## src/rtl/pipeline_hazard_ctrl.sv

```systemverilog
// Pipeline hazard controller: stage enables and flushes for load-use,
// branch squash and data-memory waits with timeout; counts stall cycles.
module pipeline_hazard_ctrl #(
  parameter int MEM_TIMEOUT = 16,
  parameter int CNT_W       = 32
) (
  input  logic             clk,
  input  logic             rst,
  input  logic [4:0]       id_rs1,
  input  logic [4:0]       id_rs2,
  input  logic             id_use_rs1,
  input  logic             id_use_rs2,
  input  logic [4:0]       ex_rd,
  input  logic             ex_mem_read,
  input  logic             ex_branch_taken,
  input  logic             mem_req,
  input  logic             mem_ready,
  output logic             en_pc,
  output logic             en_if_id,
  output logic             en_id_ex,
  output logic             en_ex_mem,
  output logic             en_mem_wb,
  output logic             flush_if_id,
  output logic             flush_id_ex,
  output logic             flush_ex_mem,
  output logic             mem_err,
  output logic             mem_err_sticky,
  output logic [CNT_W-1:0] stall_cycles
);

  typedef enum logic {RUN, MEM_WAIT} state_t;

  localparam logic [7:0] TMO = 8'(MEM_TIMEOUT);

  state_t     state;
  logic [7:0] wait_cnt;
  logic       load_use;
  logic       freeze;
  logic       timeout;

  always_comb begin
    load_use = ex_mem_read && (ex_rd != 5'd0) &&
               ((id_use_rs1 && (ex_rd == id_rs1)) ||
                (id_use_rs2 && (ex_rd == id_rs2)));
    timeout  = (state == MEM_WAIT) && !mem_ready && (wait_cnt >= TMO);
    freeze   = !mem_ready &&
               (((state == RUN) && mem_req) ||
                ((state == MEM_WAIT) && (wait_cnt < TMO)));
  end

  // Memory stall outranks branch, branch squashes any load-use in ID.
  always_comb begin
    en_pc        = 1'b0;
    en_if_id     = 1'b0;
    en_id_ex     = 1'b0;
    en_ex_mem    = 1'b0;
    en_mem_wb    = 1'b0;
    flush_if_id  = 1'b0;
    flush_id_ex  = 1'b0;
    flush_ex_mem = 1'b0;
    mem_err      = 1'b0;
    if (rst) begin
      priority case (1'b1)
        timeout: begin
          mem_err      = 1'b1;
          en_id_ex     = 1'b1;
          en_ex_mem    = 1'b1;
          en_mem_wb    = 1'b1;
          flush_id_ex  = 1'b1;
          flush_ex_mem = 1'b1;
        end
        freeze: begin
        end
        ex_branch_taken: begin
          en_pc       = 1'b1;
          en_if_id    = 1'b1;
          en_id_ex    = 1'b1;
          en_ex_mem   = 1'b1;
          en_mem_wb   = 1'b1;
          flush_if_id = 1'b1;
          flush_id_ex = 1'b1;
        end
        load_use: begin
          en_id_ex    = 1'b1;
          en_ex_mem   = 1'b1;
          en_mem_wb   = 1'b1;
          flush_id_ex = 1'b1;
        end
        default: begin
          en_pc     = 1'b1;
          en_if_id  = 1'b1;
          en_id_ex  = 1'b1;
          en_ex_mem = 1'b1;
          en_mem_wb = 1'b1;
        end
      endcase
    end
  end

  always_ff @(posedge clk or negedge rst) begin
    if (!rst) begin
      state          <= RUN;
      wait_cnt       <= 8'd0;
      stall_cycles   <= '0;
      mem_err_sticky <= 1'b0;
    end else begin
      if (!en_pc && (stall_cycles != {CNT_W{1'b1}}))
        stall_cycles <= stall_cycles + CNT_W'(1);
      if (timeout) begin
        mem_err_sticky <= 1'b1;
        state          <= RUN;
        wait_cnt       <= 8'd0;
      end else if ((state == MEM_WAIT) && mem_ready) begin
        state    <= RUN;
        wait_cnt <= 8'd0;
      end else if (freeze) begin
        state    <= MEM_WAIT;
        wait_cnt <= wait_cnt + 8'd1;
      end
    end
  end

endmodule

```

## config.mk

```make
export PLATFORM = sky130hd
export DESIGN_NAME = pipeline_hazard_ctrl
export DESIGN_NICKNAME = d
export VERILOG_FILES = /design/src/rtl/pipeline_hazard_ctrl.sv
export SDC_FILE = /design/constraint.sdc
export NUM_CORES = 1
export LEC_CHECK = 0
export CAP_MARGIN = 20
export CORE_MARGIN = 5
export CORE_UTILIZATION = 43
export DETAILED_ROUTE_END_ITERATION = 8
export GPL_TIMING_DRIVEN = 0
export MAX_ROUTING_LAYER = met4
export PLACE_DENSITY = 0.81
export SLEW_MARGIN = 20
export SYNTH_ARGS = -nofsm -noshare
export SYNTH_HDL_FRONTEND = slang
export SYNTH_SLANG_ARGS = --single-unit
```

## constraint.sdc

```tcl
create_clock -name clk -period 2.65 [get_ports clk]
set_input_delay 0.6625 -clock clk [delete_from_list [all_inputs] [get_ports clk]]
set_output_delay 0.6625 -clock clk [all_outputs]
set_load 0.02 [all_outputs]
```

Word level (Yosys, flattened, before mapping). Index checks and enable logic that the tools add are counted.

Bitwise logic cells: 1. Div/mod/pow operators: 0. Eq/ne operators: 3. Reduce and logical (&&, ||, !) cells: 17. Order comparisons: 2. Multiply operators: 0. Shift-type cells: 0. $add $sub $neg: 2. Multiplexer cells: 25.

Operator list (count): $add 32x1->32 const B (1); $ne 32x32->1 const B (1); $mux 8 (3); $mux 1 (22); $logic_and 1x1->1 (11); $eq 5x5->1 (2); $add 8x1->8 const B (1); $ge 8x5->1 const B (1); $lt 8x5->1 const B (1); $reduce_bool 5->1 (1); $reduce_bool 3->1 (1); $logic_not 1->1 (2); $logic_or 1x1->1 (2); $not 1->1 (1).

Memories kept: 0. Memory bits (writable): 0. Input port bits: 23. Logic and storage cells: 54. Bits in registers: 42. Output and inout port bits: 42. Latch bits: 0. ROM bits: 0.

Longest topological paths before layout.
Depth after elaboration: 11. Depth in mapped cells: 8. Gate-level depth less buffers: 7.

Worst setup path before layout. No wires, ideal clock.

Kind: input to output. Start point: input ex_rd[1]. End point: output en_pc. Buffers on the path: 1. Stages on the path: 6. Setup slack: -73 ps. Data required time: 1987 ps. Arrival: 2060 ps. Cell sequence: or4_1 -> o21ai_0 -> nor2_1 -> a21o_1 -> clkinv_1 -> buf_4.

Cells in the longest elaborated chain, start to end: 9. Elaborated cells between the ends (all ways): 13. Classes of those cells: eq/ne: 2; mux: 5; reduce/logical: 6.

Ends and longest elaborated chain: start, declared (RTL line 13) `input logic [4:0] ex_rd,`; $eq 5x5->1 (on tied branches) (RTL line 43, 44); $logic_and 1x1->1 (on tied branches) (RTL line 43, 44); $logic_or 1x1->1 (RTL line 43) `((id_use_rs1 && (ex_rd == id_rs1)) ||`; $logic_and 1x1->1 * (RTL line 42) `load_use = ex_mem_read && (ex_rd != 5'd0) &&`; $mux 1 * (5 in a row); end, declared (RTL line 18) `output logic en_pc,`.

Mark *: on every way between the ends. The rest lies on a longest branch, timed or not.

Worst setup path in the final report.
Start point: input ex_rd[4]. End point: output en_pc.

Cells in the longest elaborated chain, start to end: 9. Elaborated cells between the ends (all ways): 13. Classes of those cells: eq/ne: 2; mux: 5; reduce/logical: 6.

Ends and longest elaborated chain: $eq 5x5->1 (on tied branches) (RTL line 43, 44); $logic_and 1x1->1 (on tied branches) (RTL line 43, 44); $logic_or 1x1->1 (RTL line 43); $logic_and 1x1->1 * (RTL line 42); $mux 1 * (4 in a row) (RTL line 63) `priority case (1'b1)`; $mux 1 * (RTL line 62) `if (rst) begin`.

Marks and branches as above.

==> results.md <==
* Initial Util at 44.73%
* Clock Path Buffers at 2
* Synth async-reset ratio at 100.0%
* Flop pwr share at 47.5%
* Tot Pwr at 1745 uW
* Hold buffer count at CTS at 0
* Post-route setup TNS at -0.02575 ns
* Failing checks: setup timing
* Synth Flop Type: dfrtp_1
* Post-synthesis sequential area ratio at 45.43%
* Syn_area_per_cell at 10.06 um2
* Die Width at 83.35 um
* Max-slew violation count at 0
* Comb pwr share at 29.1%
* Syn Inst Count at 230
* Critical path type: in2out
* WL/cell at 14.05 um
* Worst VDD drop at 0.0003372 V
* Vias per cell at 5.116
* Post-route cell area at 3226 um2
* Core Box Area at 5172 um2
* Max Cap Viol at 0
* IO Pins at 65
* Net switching power at 582.1 uW
* Site row count at 26
* HP Class: in2async
* Post-route clock skew at 0.005110 ns
* Yosys reg bits at 42
* CTS tree: yes
* Diode count at 0
* Rel. slew slack at 60.66%
* Die area at 6947 um2
* Max frequency at 373.7 MHz
* Fin crit share at 101.0%
* R2r setup slk at 0.44 ns
* RSZ-0062 raised after global routing: true
* CP max FO at 3
* Total wire length at 5.324 mm
* First-pass GRT wire length at 8.783 mm
* Filler cells at 417
* Initial antenna violation count at 0
* Internal power at 1163 uW
* Clk sinks at 42
* Most frequent cells in the layout: 42 x dfrtp_1, 38 x clkdlybuf4s50_1, 24 x xor2_1, 19 x nand3_1
* Placed inst area at 3058 um2
* DR pass1 iterations at 4
* DRC viols at 0
* P_leak at 0.001475 uW
* Crit path launch type: input pin
* Clock power share at 23.4%
* Die height at 83.35 um
* Final setup viols at 1
* R2R cell count at 8
* Placed wire-length estimate at 3.965 mm
* Pwr/cell area at 540.9 nW/um2
* Final Worst Setup Slack at -0.02575 ns
* WP data required at 1.99 ns
* Tmin final at 2.676 ns
* Syn-to-layout area delta at 39.43%
* First DRT Iteration DRCs at 82
* CP delay by family, top: simple AND/OR/NAND/NOR gates
* Yosys warns at 0
* Largest net degree at the start of global routing at 35
* Most common cell after layout, fill and taps aside: dfrtp_1
* Slowest stage delay, CP at 0.54 ns
* Critical R2R Launch: stall_cycles[0]$_DFFE_PN0P_
* Vias in the first global route at 1914
* Net count, final at 334
* Root buffer cell: clkbuf_8
* Sw Share at 33.36%
* Crit path capture type: output pin
* Mapped Nets at 256
* Total gr overflow at 0
* Port Buffers at 64
* Slowest-stage cell, CP: or4_4
* Vias at 1939
* RePlAce Congestion at 0.7994
* Post-Syn Area at 2313 um2
* Run status: complete, but fails checks
* Post-DRT Antenna Nets at 0
* GRT Total Usage at 15.72%
* Netlist cell types at 42
* Hold slack final at 0.1978 ns
* Arr. time, crit path at 2.01 ns
* Number of synthesized flops with an enable pin at 0
* Share of cells above drive strength 1 at 15.86%
* CTS H-tree lvls at 2
* Placement Setup Slack at -1.074 ns
* CP most frequent cell: buf_6
* CTS clock-pin slew for the worst setup and hold paths at 0.08 ns
* Total CTS buffers at 5
* Bufs and invs on worst path at 4
* Least-Margin Pin Slew at 0.5900 ns
* Critical-path cell list: buf_8, or4_4, o21ai_4, nor2_1, a21o_1, clkinv_4, buf_6, buf_6
* Reg2reg end: stall_cycles[5]$_DFFE_PN0P_
* Final hold vios at 0
* Clock Latency Late Sink at 0.30 ns
==> cells in the mapped netlist (all sizes together) (2+ instances only) <==
cell type | instances | area, um2
nor2 | 15 | 56.30
inv | 7 | 26.28
dfrtp | 42 | 1051
ha | 3 | 37.54
or2 | 2 | 12.51
nand2 | 18 | 67.56
xnor2 | 18 | 157.7
nor4 | 5 | 46.29
nor2b | 2 | 12.51
nand3 | 20 | 112.6
and2 | 6 | 37.53
o21ai | 11 | 55.05
nor3b | 2 | 15.01
a21oi | 2 | 10.01
buf | 5 | 45.04
nor3 | 12 | 65.06
xor2 | 24 | 210.2
and4 | 3 | 26.28
o31ai | 3 | 22.52
and3 | 8 | 50.05
nand4 | 7 | 73.82
==> metrics by stage <==
step           util [%]  std cells
2_1_floorplan         -        230
3_3_place_gp      58.83        364
3_5_place_dp      59.12        365
4_1_cts           61.30        376
5_1_grt           62.36        379
6_report          62.36        379
==> flip-flops by register name, indices dropped and copies added, names as in the netlist <==
| signal | count |
|---|---|
| wait_cnt | 8 |
| state | 1 |
| mem_err_sticky | 1 |
| stall_cycles | 32 |
==> cell type report <==
| class | instances | area [um2] | share of cell area [%] |
|---|---|---|---|
| plain buffers | 5 | 48.80 | 1.513 |
| clock buffers | 6 | 72.57 | 2.250 |
| clock inverters | 2 | 13.76 | 0.4267 |
| inverters | 8 | 35.03 | 1.086 |
| multi-input cells | 174 | 1230 | 38.13 |
| flip-flops and latches | 42 | 1051 | 32.58 |
| well taps | 70 | 87.58 | 2.715 |
| repair buffers | 72 | 686.9 | 21.30 |
==> power by group through the flow <==
stage	registers [uW]	clock network (uW)	logic [uW]
2_1_floorplan	897	0	187
3_3_place_gp	839	0	488
3_5_place_dp	840	0	505
4_1_cts	830	423	508
5_1_grt	845	450	548
6_report	830	408	507
==> routing by layer <==
layer / global-route usage [%] / share of wire, % / up-vias
met5: - / 0 / -
met4: 4.755 / 1.7 / 0
met3: 4.059 / 4.8 / 9
met2: 26.38 / 49 / 46
met1: 18.54 / 44 / 929
li1: - / - / 955
==> cells by family after synthesis <==
kind of cell / after synthesis / share of synthesized area (%)
compound gates: 23 / 6.274
xor+xnor: 42 / 15.90
fa+ha+maj: 3 / 1.623
buf+inv: 14 / 3.407
flops: 42 / 45.43
mux: 2 / 0.9194
simple gates: 104 / 26.45
==> worst reg2reg max path: stages (launching register included) <==
cell and delay (ns):
dfrtp_1 0.43, ha_1 0.19, and3_1 0.24, nand4_4 0.15, or4b_4 0.56, nand3_4 0.16, buf_8 0.17, nor2_1 0.07
xor2_1 0.14
==> worst max path at each step <==
stage / cells past startpoint / slack (ns) / end / from
6_report: 8 / -0.03 / en_pc / ex_rd[4]
3_3_place_gp: 6 / -2.02 / en_pc / rst
2_1_floorplan: 6 / 0.06 / en_pc / ex_rd[1]
3_5_place_dp: 8 / -1.07 / en_pc / ex_rd[1]
4_1_cts: 8 / -0.06 / en_pc / ex_rd[2]
5_1_grt: 8 / -0.08 / en_pc / ex_rd[4]
==> timing repair <==
action | in CTS | in global routing
pin swaps | 17 | 10
buffers inserted | 4 | 3
gates resized for setup | 67 | 14
setup endpoints to repair | 9 | 7
Power figures use the tool's default switching activity.
